`src/rtl/prio_enc_sync.sv`:
```
// Clocked priority encoder for raw switch inputs: per-bit synchroniser, whole-vector debounce,
// then fixed-priority or round-robin encoding into a registered index with valid and change flag.
module prio_enc_sync #(
  parameter int unsigned N            = 8,
  parameter int unsigned SYNC_STAGES  = 2,
  parameter int unsigned DEBOUNCE_CYC = 4,
  localparam int unsigned W           = $clog2(N)
) (
  input  logic         clk,
  input  logic         rst_n,
  input  logic [N-1:0] sw,
  input  logic         mode,
  input  logic         out_ready,
  output logic [W-1:0] led_idx,
  output logic         led_valid,
  output logic         led_chg
);

  // Counter only has to reach DEBOUNCE_CYC-1, where it saturates.
  localparam int unsigned CntW = (DEBOUNCE_CYC > 1) ? $clog2(DEBOUNCE_CYC) : 1;
  localparam logic [CntW-1:0] CntMax = CntW'(DEBOUNCE_CYC - 1);
  localparam logic [W-1:0] PtrInit = W'(N - 1);

  logic [SYNC_STAGES-1:0][N-1:0] sync_ff;
  logic [N-1:0]                  sync;
  logic [N-1:0]                  cand;
  logic [CntW-1:0]               cnt;
  logic [N-1:0]                  sw_db;
  logic [W-1:0]                  ptr;

  logic         accept;
  logic [W-1:0] eptr;
  logic [W-1:0] enc_idx;
  logic         enc_valid;
  logic         enc_chg;

  assign sync = sync_ff[SYNC_STAGES-1];

  // Synchroniser shift chain, stage 0 captures the raw switches.
  always_ff @(posedge clk or negedge rst_n) begin
    if (!rst_n) begin
      sync_ff <= '0;
    end else begin
      sync_ff <= {sync_ff[SYNC_STAGES-2:0], sw};
    end
  end

  // Whole-vector debounce: any change restarts the count; a held value is committed once the
  // count saturates, so it has to be seen DEBOUNCE_CYC+1 times in a row.
  always_ff @(posedge clk or negedge rst_n) begin
    if (!rst_n) begin
      cand  <= '0;
      cnt   <= '0;
      sw_db <= '0;
    end else if (sync != cand) begin
      cand <= sync;
      cnt  <= '0;
    end else if (cnt == CntMax) begin
      sw_db <= cand;
    end else begin
      cnt <= cnt + 1'b1;
    end
  end

  // Encoder: highest set bit in fixed mode, next set bit after the effective pointer in
  // round-robin mode. On an accept the scan starts past the index being consumed right now,
  // so the same request is not granted twice in a row while others are pending.
  always_comb begin
    logic         found;
    logic [W:0]   sum;
    logic [W-1:0] j;
    accept    = mode & led_valid & out_ready;
    eptr      = accept ? led_idx : ptr;
    enc_idx   = '0;
    enc_valid = |sw_db;
    found     = 1'b0;
    sum       = '0;
    j         = '0;
    if (!mode) begin
      for (int unsigned i = 0; i < N; i++) begin
        if (sw_db[W'(i)]) begin
          enc_idx = W'(i);
        end
      end
    end else begin
      for (int unsigned k = 1; k <= N; k++) begin
        sum = {1'b0, eptr} + (W+1)'(k);
        if (sum >= (W+1)'(N)) begin
          sum = sum - (W+1)'(N);
        end
        j = sum[W-1:0];
        if (!found && sw_db[j]) begin
          found   = 1'b1;
          enc_idx = j;
        end
      end
    end
    enc_chg = (enc_idx != led_idx) || (enc_valid != led_valid);
  end

  // Registered outputs and round-robin pointer; the pointer only moves on an accept.
  always_ff @(posedge clk or negedge rst_n) begin
    if (!rst_n) begin
      led_idx   <= '0;
      led_valid <= 1'b0;
      led_chg   <= 1'b0;
      ptr       <= PtrInit;
    end else begin
      led_idx   <= enc_idx;
      led_valid <= enc_valid;
      led_chg   <= enc_chg;
      if (accept) begin
        ptr <= led_idx;
      end
    end
  end

endmodule

```
`config.mk`:
```
export PLATFORM = sky130hd
export DESIGN_NAME = prio_enc_sync
export DESIGN_NICKNAME = d
export VERILOG_FILES = /design/src/rtl/prio_enc_sync.sv
export SDC_FILE = /design/constraint.sdc
export NUM_CORES = 1
export LEC_CHECK = 0
export ABC_CLOCK_PERIOD_IN_PS = 8100
export BUFFER_PORTS_ARGS = -buffer_cell sky130_fd_sc_hd__buf_2
export CORE_AREA = 2 2 80 82
export DETAILED_ROUTE_END_ITERATION = 12
export DIE_AREA = 0 0 82 84
export PLACE_DENSITY_LB_ADDON = 0.2
export SLEW_MARGIN = 30
export SYNTH_ARGS = -nofsm -noshare
export SYNTH_HDL_FRONTEND = slang
export SYNTH_SLANG_ARGS = --single-unit
```
`constraint.sdc`:
```
create_clock -name clk -period 8.1 [get_ports clk]
set_clock_uncertainty 0.1 [all_clocks]
set_input_delay 0 -clock clk [delete_from_list [all_inputs] [get_ports clk]]
set_output_delay 0 -clock clk [all_outputs]
set_load 0.03 [all_outputs]
```
# After elaboration in Yosys (flattened, before gate mapping)
# Cells that the tools add are included.
[word_totals] regBits=42 latch_bits=0 ram_bits=0 rom_bits=0 in_bits=12 out_inout_bits=5 elab_cells=132 n_memories=0
[op_classes] n_addsub=17 n_mul=0 div=0 n_lt_le_gt_ge=16 eq_ne=5 shift=0 muxes=65 n_bitwise=3 n_reduce_logical=17
[op_table] cell="$mux W3" count=32
[op_table] cell="$ge A4 B4 Y1 const B" count=8
[op_table] cell="$lt A3 B4 Y1 const B" count=8
[op_table] cell="$bmux W1 S3" count=8
[op_table] cell="$sub A3 B1 Y3 const B" count=8
[op_table] cell="$mux W1" count=23
[op_table] cell="$add A3 B3 Y4 const B" count=4
[op_table] cell="$add A3 B2 Y4 const B" count=2
[op_table] cell="$ne A8 B8 Y1" count=1
[op_table] cell="$reduce_or A8 Y1" count=1
[op_table] cell="$logic_and A1 B1 Y1" count=7
[op_table] cell="$logic_not A1 Y1" count=7
[op_table] cell="$add A3 B1 Y4 const B" count=1
[op_table] cell="$add A3 B4 Y4 const B" count=1
[op_table] cell="$mux W2" count=2
[op_table] cell="$ne A3 B3 Y1" count=1
[op_table] cell="$add A2 B1 Y2 const B" count=1
[op_table] cell="$and A1 B1 Y1" count=2
[op_table] cell="$eq A2 B2 Y1 const B" count=1
[op_table] cell="$ne A2 B2 Y1 const B" count=1
[op_table] cell="$reduce_and A2 Y1" count=1
[op_table] cell="$logic_or A1 B1 Y1" count=1
[op_table] cell="$ne A1 B1 Y1" count=1
[op_table] cell="$not A1 Y1" count=1

# Depth between registers and ports, before layout
[logic_depth] word_depth=41 mapped_depth=14 ltp_nobuf=12

# Worst setup path after synthesis
# Ideal clock, no wire load.
[synth_path] kind="reg-to-reg" startpoint="register led_idx[1]" endpoint="register led_chg" setup_ns=0.133 t_arrival_ns=3.481 t_required_ns=7.867 slack_ns=4.386 stages_incl_launch_ff=15 path_buffers=2 synth_period_minus_slack_ns=3.714 path_cell_list="dfrtp_1 buf_4 and4_1 a21oi_2 clkbuf_1 inv_1 ha_1 mux4_2 nor2_2 nand4b_2 or3_4 o211ai_1 o211a_1 xnor2_1 nand4_1"
[synth_via] elab_chain_cells=39 elab_cells_between_ends=96 classes_between="add/sub (16); order compare (8); eq/ne (1); mux (56); reduce/logical (15)"
[synth_rtl] element="start: declaration" line="14" source="output logic [W-1:0] led_idx,"
[synth_rtl] element="start signal: assignment" line="109" source="led_idx <= enc_idx;"
[synth_rtl] element="$mux W3 *" line="73" source="eptr = accept ? led_idx : ptr;"
[synth_rtl] element="$add A3 B1 Y4" line="87" source="sum = {1'b0, eptr} + (W+1)'(k);"
[synth_rtl] element="$ge A4 B4 Y1 / $sub A3 B1 Y3 (equally long branches)" line="88, 89"
[synth_rtl] element="$mux W3" line="88" source="if (sum >= (W+1)'(N)) begin"
[synth_rtl] element="$mux W3" line="79" source="if (!mode) begin"
[synth_rtl] element="$bmux W1 S3" line="92" source="if (!found && sw_db[j]) begin"
[synth_rtl] element="$mux W1 (implied by the code)" line="92"
[synth_rtl] element="$mux W1" line="92"
[synth_rtl] element="[... 25 more ...]"
[synth_rtl] element="$logic_not A1 Y1" line="92"
[synth_rtl] element="$logic_and A1 B1 Y1" line="92"
[synth_rtl] element="$mux W3 *" line="92"
[synth_rtl] element="$mux W3 *" line="79"
[synth_rtl] element="net enc_idx[1]" line="33" source="logic [W-1:0] enc_idx;"
[synth_rtl] element="$ne A3 B3 Y1 *" line="98" source="enc_chg = (enc_idx != led_idx) || (enc_valid != led_valid);"
[synth_rtl] element="$logic_or A1 B1 Y1 *" line="98"
[synth_rtl] element="net enc_chg" line="35" source="logic enc_chg;"
[synth_rtl] element="end signal: assignment" line="111" source="led_chg <= enc_chg;"
[synth_rtl] element="end: declaration" line="16" source="output logic led_chg"
# The timed path passes the listed nets; every way through them passes the cells marked *. The select of a mux whose other input is x is not followed.
# A chain may end at the register's enable or synchronous reset.

# Worst setup path in the final report
[layout_path] startpoint="input port mode" endpoint="register led_chg"
[layout_via] elab_chain_cells=41 elab_cells_between_ends=98 classes_between="add/sub (16); order compare (8); eq/ne (1); mux (56); bitwise (2); reduce/logical (15)"
[layout_rtl] element="start: declaration" line="12" source="input logic mode,"
[layout_rtl] element="$and A1 B1 Y1 (2 in a row)" line="72" source="accept = mode & led_valid & out_ready;"
[layout_rtl] element="$mux W3" line="73"
[layout_rtl] element="$add A3 B1 Y4" line="87"
[layout_rtl] element="$ge A4 B4 Y1 / $sub A3 B1 Y3 (equally long branches)" line="88, 89"
[layout_rtl] element="$mux W3" line="88"
[layout_rtl] element="$mux W3" line="79"
[layout_rtl] element="$bmux W1 S3" line="92"
[layout_rtl] element="$mux W1 (implied by the code)" line="92"
[layout_rtl] element="[... 26 more ...]"
[layout_rtl] element="$logic_not A1 Y1" line="92"
[layout_rtl] element="$logic_and A1 B1 Y1" line="92"
[layout_rtl] element="$mux W3" line="92"
[layout_rtl] element="$mux W3 *" line="79"
[layout_rtl] element="net enc_idx[0]" line="33"
[layout_rtl] element="$ne A3 B3 Y1 *" line="98"
[layout_rtl] element="$logic_or A1 B1 Y1 *" line="98"
[layout_rtl] element="net enc_chg" line="35"
# Marks and branches as above.

==> run summary <==
Synthesis inferred 42 register bits. The boundary pin count is 17. The tightest min-delay check is of the input pin to asynchronous set/reset pin type.

The number of nets still failing antenna checks after routing is 0. The floorplan has 29 rows. The maximum level of the CTS H-tree came out at 2.

The number of remaining DRC errors is 0. For the worst-skew pair, the clock arrives at the later sink with an insertion delay of roughly 290 ps. The cell area after synthesis is about 0.0027 mm². sky130_fd_sc_hd__dfrtp_1 takes more of the synthesized area than any other cell. The aggregate routed wire length came out at approximately 6000 µm. The most common cell in the synthesized netlist is sky130_fd_sc_hd__dfrtp_1. Across all register-to-register paths, the minimum setup slack is about 4000 ps. The most used flip-flop cell after synthesis is sky130_fd_sc_hd__dfrtp_1. The number of buffers between clock root and the deepest sink came out at 2. The final-report max-slew violation count came out at 0. The number of cell instances on the worst register-to-register path came out at 12.

The highest ir drop seen on vdd came out at around 0.15 mV. Combinational logic is responsible for under 10% of the overall power. The net count after synthesis came out at between 200 and 300. The transition at the pin with the smallest max-transition slack came out at about 810 ps. The switching power as a share of total power is a little under a quarter.

At the placement stage, the worst setup path has a slack of 3960 ps. The violation count after the first detailed-route iteration is roughly 130. The arrival time of the worst setup path is 4280 ps. The half-perimeter wire length of the detailed placement result came out at 4240 µm. The worst setup path is launched from an input pin.

The share of cells above drive strength 1 came out at between 20% and 30%. Setup repair after global routing left no endpoint under its margin. Ranked by instance count, the synthesized netlist is headed by sky130_fd_sc_hd__dfrtp_1 (39), sky130_fd_sc_hd__nor2_1 (18), sky130_fd_sc_hd__clkbuf_1 (14). The per-instance average area after synthesis came out at about 10 µm².

The largest fanout on the critical path is 16. Adding up every negative setup slack in the final design gives 0 ps. The final-stage net count is around 280. The critical path data required time is ~8200 ps.

The number of different library cells used by synthesis comes to 58. The total power is 0.377 mW. The setup violation total in the final timing report came out at 0. The leakage power total is 1.21 nW. The worst path in the final design needs a cycle of approximately 4200 ps, including I/O delays and setup. The die is between 80 and 90 µm tall.

The first global-routing pass estimated 10,300 µm of wire. The synthesized netlist devotes around 5.2% of its cell area to XOR and XNOR gates. The number of standard cells after synthesis came out at between 200 and 300. The area share of the largest cell type after synthesis is a little over a third. The number of clock sinks came out at 42. The number of antenna violations at the first check in global routing is 0. The via count of the first global-routing pass is between 2,000 and 2,500.

The initial core utilization came out at between 40% and 50%. In this run the critical register-to-register path is launched from led_valid. The count of buffers inserted at the top-level ports is 16. The maximum number of pins on one net before global-route repair is 43.

The tool flagged a number of max-cap violations equal to 0. The detailed-routing iteration count for the pre-antenna-repair pass is 4. The final hold slack is approximately 140 ps. The sequential fraction of design power is between 50% and 60%. The ratio of total power to cell area came out at approximately 130 mW/mm².

The final hold violation count is 0. Summing the sequential cell areas from Yosys gives between 30% and 40% of the chip area. The complex-gate fraction of the synthesized area came out at between 10% and 20%. The critical path is of the input pin to flip-flop type. For this run, the top clock speed supported by timing is ~240 MHz. The number of diodes is 0.

The die covers a little under 0.007 mm². The residual overflow from global routing came out at 0. The switching power of the nets is around 0.09 mW. Of the total power, the clock network draws approximately a third. The clock transition at the register clock pins on the worst setup and hold paths after CTS came out at approximately 80 ps. The number of warnings printed during yosys synthesis came out at 0. The number of vias after detailed routing is between 2,000 and 2,500. The critical path capture point type is a flip-flop.

The number of setup buffers added after CTS came out at 0. The adder-cell share of the synthesized area is less than 1%. The dominant combinational cell family by area after synthesis is multiplexers. The CTS buffer count came out at 5. In this run, synthesis inferred 0 flip-flops with an integrated enable. The floorplan step set the die width to around 82 µm. The area growth from synthesis to layout is 9.15%. The final cell utilization of the core came out at between 40% and 50%. The run finished with clean final reports. The least setup slack across all paths after layout is about 3900 ps. The total area inside the core boundary comes to around 0.0061 mm². The internal power contribution is about 0.29 mW. The endpoint identified for the worst register-to-register timing path is led_chg.

The all-layer global routing usage came out at 19.5%. The simple-gate portion of the synthesized area is between 10% and 20%. The per-cell routed wire length is ~18 µm. After synthesis, the share of cell area in mux cells is between 10% and 20%.

The worst relative slew slack came out at 45.7%. Dividing the detail-routed via count by the number of cells gives between 6 and 7. The final cycle utilization of the critical path is between 50% and 60%. The routability congestion estimate came out at roughly 0.94.

The clock tree root buffer cell is sky130_fd_sc_hd__clkbuf_8. TritonCTS built the clock tree. The share of synthesized flip-flops with an asynchronous set or reset came out at 100%. Yosys attributes the largest share of cell area to sky130_fd_sc_hd__dfrtp_1 (37%), sky130_fd_sc_hd__mux4_2 (6.8%), sky130_fd_sc_hd__mux2_2 (4.6%).
## power groups by stage
stage	registers (mW)	logic (mW)	clock network (mW)
after global placement	0.227	0.0211	0
final	0.223	0.0247	0.129
after CTS	0.223	0.0248	0.136
after detailed placement	0.227	0.0211	0
after floorplan	0.227	0.0129	0
after global routing	0.224	0.0275	0.143
## what timing repair did
item | in CTS | in global routing
hold buffers | 10 | 0
endpoints found under the hold margin | 48 | 0
resized for setup | 0 | 0
setup endpoints to repair | 0 | 0
## layer usage
layer,global-route usage [%],vias to the layer above,wire (µm)
li1,-,977,-
met1,26.9,1000,2660
met2,30.4,71,2920
met3,3.68,14,308
met4,7.42,0,142
met5,0,-,0
## how the worst max path moves through the flow
stage               endpoint  cells past startpoint        from
finish               led_chg                     14        mode
global route         led_chg                     14        mode
CTS                  led_chg                     12   led_valid
detailed placement   led_chg                     12   led_valid
global placement     led_chg                     12   led_valid
floorplan            led_chg                     14  led_idx[1]
## layout by cell type (no fill, tap or decap), types with 2 or more instances in the layout
cell / count
sky130_fd_sc_hd__clkinvlp_4: 2
sky130_fd_sc_hd__mux2i_1: 10
sky130_fd_sc_hd__buf_2: 15
sky130_fd_sc_hd__mux4_2: 8
sky130_fd_sc_hd__o22ai_1: 3
sky130_fd_sc_hd__mux2_2: 11
sky130_fd_sc_hd__a221oi_1: 3
sky130_fd_sc_hd__o21ai_1: 3
sky130_fd_sc_hd__clkbuf_8: 5
sky130_fd_sc_hd__inv_1: 10
sky130_fd_sc_hd__mux2i_2: 2
sky130_fd_sc_hd__ha_1: 2
sky130_fd_sc_hd__o2111ai_1: 2
sky130_fd_sc_hd__nor2_2: 2
sky130_fd_sc_hd__o221ai_1: 2
sky130_fd_sc_hd__nand3_1: 8
sky130_fd_sc_hd__or3_1: 2
sky130_fd_sc_hd__nor3_1: 6
sky130_fd_sc_hd__and4_1: 2
sky130_fd_sc_hd__a32oi_1: 2
sky130_fd_sc_hd__dfrtp_1: 39
sky130_fd_sc_hd__xnor2_1: 5
sky130_fd_sc_hd__nor2_1: 18
sky130_fd_sc_hd__and3_1: 3
sky130_fd_sc_hd__a211oi_1: 5
sky130_fd_sc_hd__o21ai_0: 5
sky130_fd_sc_hd__o2bb2ai_1: 2
sky130_fd_sc_hd__o211a_1: 2
sky130_fd_sc_hd__o211ai_1: 11
sky130_fd_sc_hd__a21oi_1: 4
sky130_fd_sc_hd__nand4_1: 4
sky130_fd_sc_hd__dfstp_2: 3
sky130_fd_sc_hd__o311ai_0: 3
sky130_fd_sc_hd__a211o_1: 5
sky130_fd_sc_hd__nand2_1: 13
sky130_fd_sc_hd__xor2_1: 9
sky130_fd_sc_hd__dlygate4sd3_1: 10
sky130_fd_sc_hd__nor4_1: 2
sky130_fd_sc_hd__a31oi_1: 3
## flip-flops by register name, summed over array words and instances (netlist names)
register   cells
cand           8
sw_db          8
sync           8
sync_ff        8
led_idx        3
ptr            3
cnt            2
led_chg        1
led_valid      1
## through the flow
stage	cells	cell area (µm²)
after detailed placement	325	2720
after global placement	325	2720
final	342	2910
after floorplan	254	2670
after global routing	342	2910
after CTS	342	2910
## kinds of logic (layout without fill, tap and decap cells)
| kind of cell | Yosys count | in the layout |
|---|---|---|
| compound gates | 62 | 62 |
| buf+inv | 33 | 44 |
| mux | 33 | 33 |
| xor+xnor | 15 | 15 |
| flops | 42 | 42 |
| fa+ha+maj | 2 | 2 |
| simple gates | 67 | 67 |
## worst max-delay path, stage by stage
cell and delay [ps]:
sky130_fd_sc_hd__dlygate4sd3_1 530, sky130_fd_sc_hd__buf_2 200, sky130_fd_sc_hd__nand3_1 490, sky130_fd_sc_hd__a21oi_2 830
sky130_fd_sc_hd__inv_1 100, sky130_fd_sc_hd__ha_1 370, sky130_fd_sc_hd__mux4_2 400, sky130_fd_sc_hd__mux2i_1 380
sky130_fd_sc_hd__o21ai_1 160, sky130_fd_sc_hd__a21oi_1 160, sky130_fd_sc_hd__o21ai_1 90, sky130_fd_sc_hd__a32oi_1 290
sky130_fd_sc_hd__xnor2_1 150, sky130_fd_sc_hd__nand4_1 100
## area by class of cell
| cell class | instances | area [µm²] |
|---|---|---|
| tap | 77 | 96.3 |
| clock buffer | 5 | 68.8 |
| fill | 558 | 3190 |
| sequential | 42 | 1050 |
| timing repair buffer | 26 | 183 |
| inverter | 11 | 43.8 |
| multi-input combinational | 179 | 1450 |
| clock inverter | 2 | 15.0 |
(Power assumes the default switching activity.)
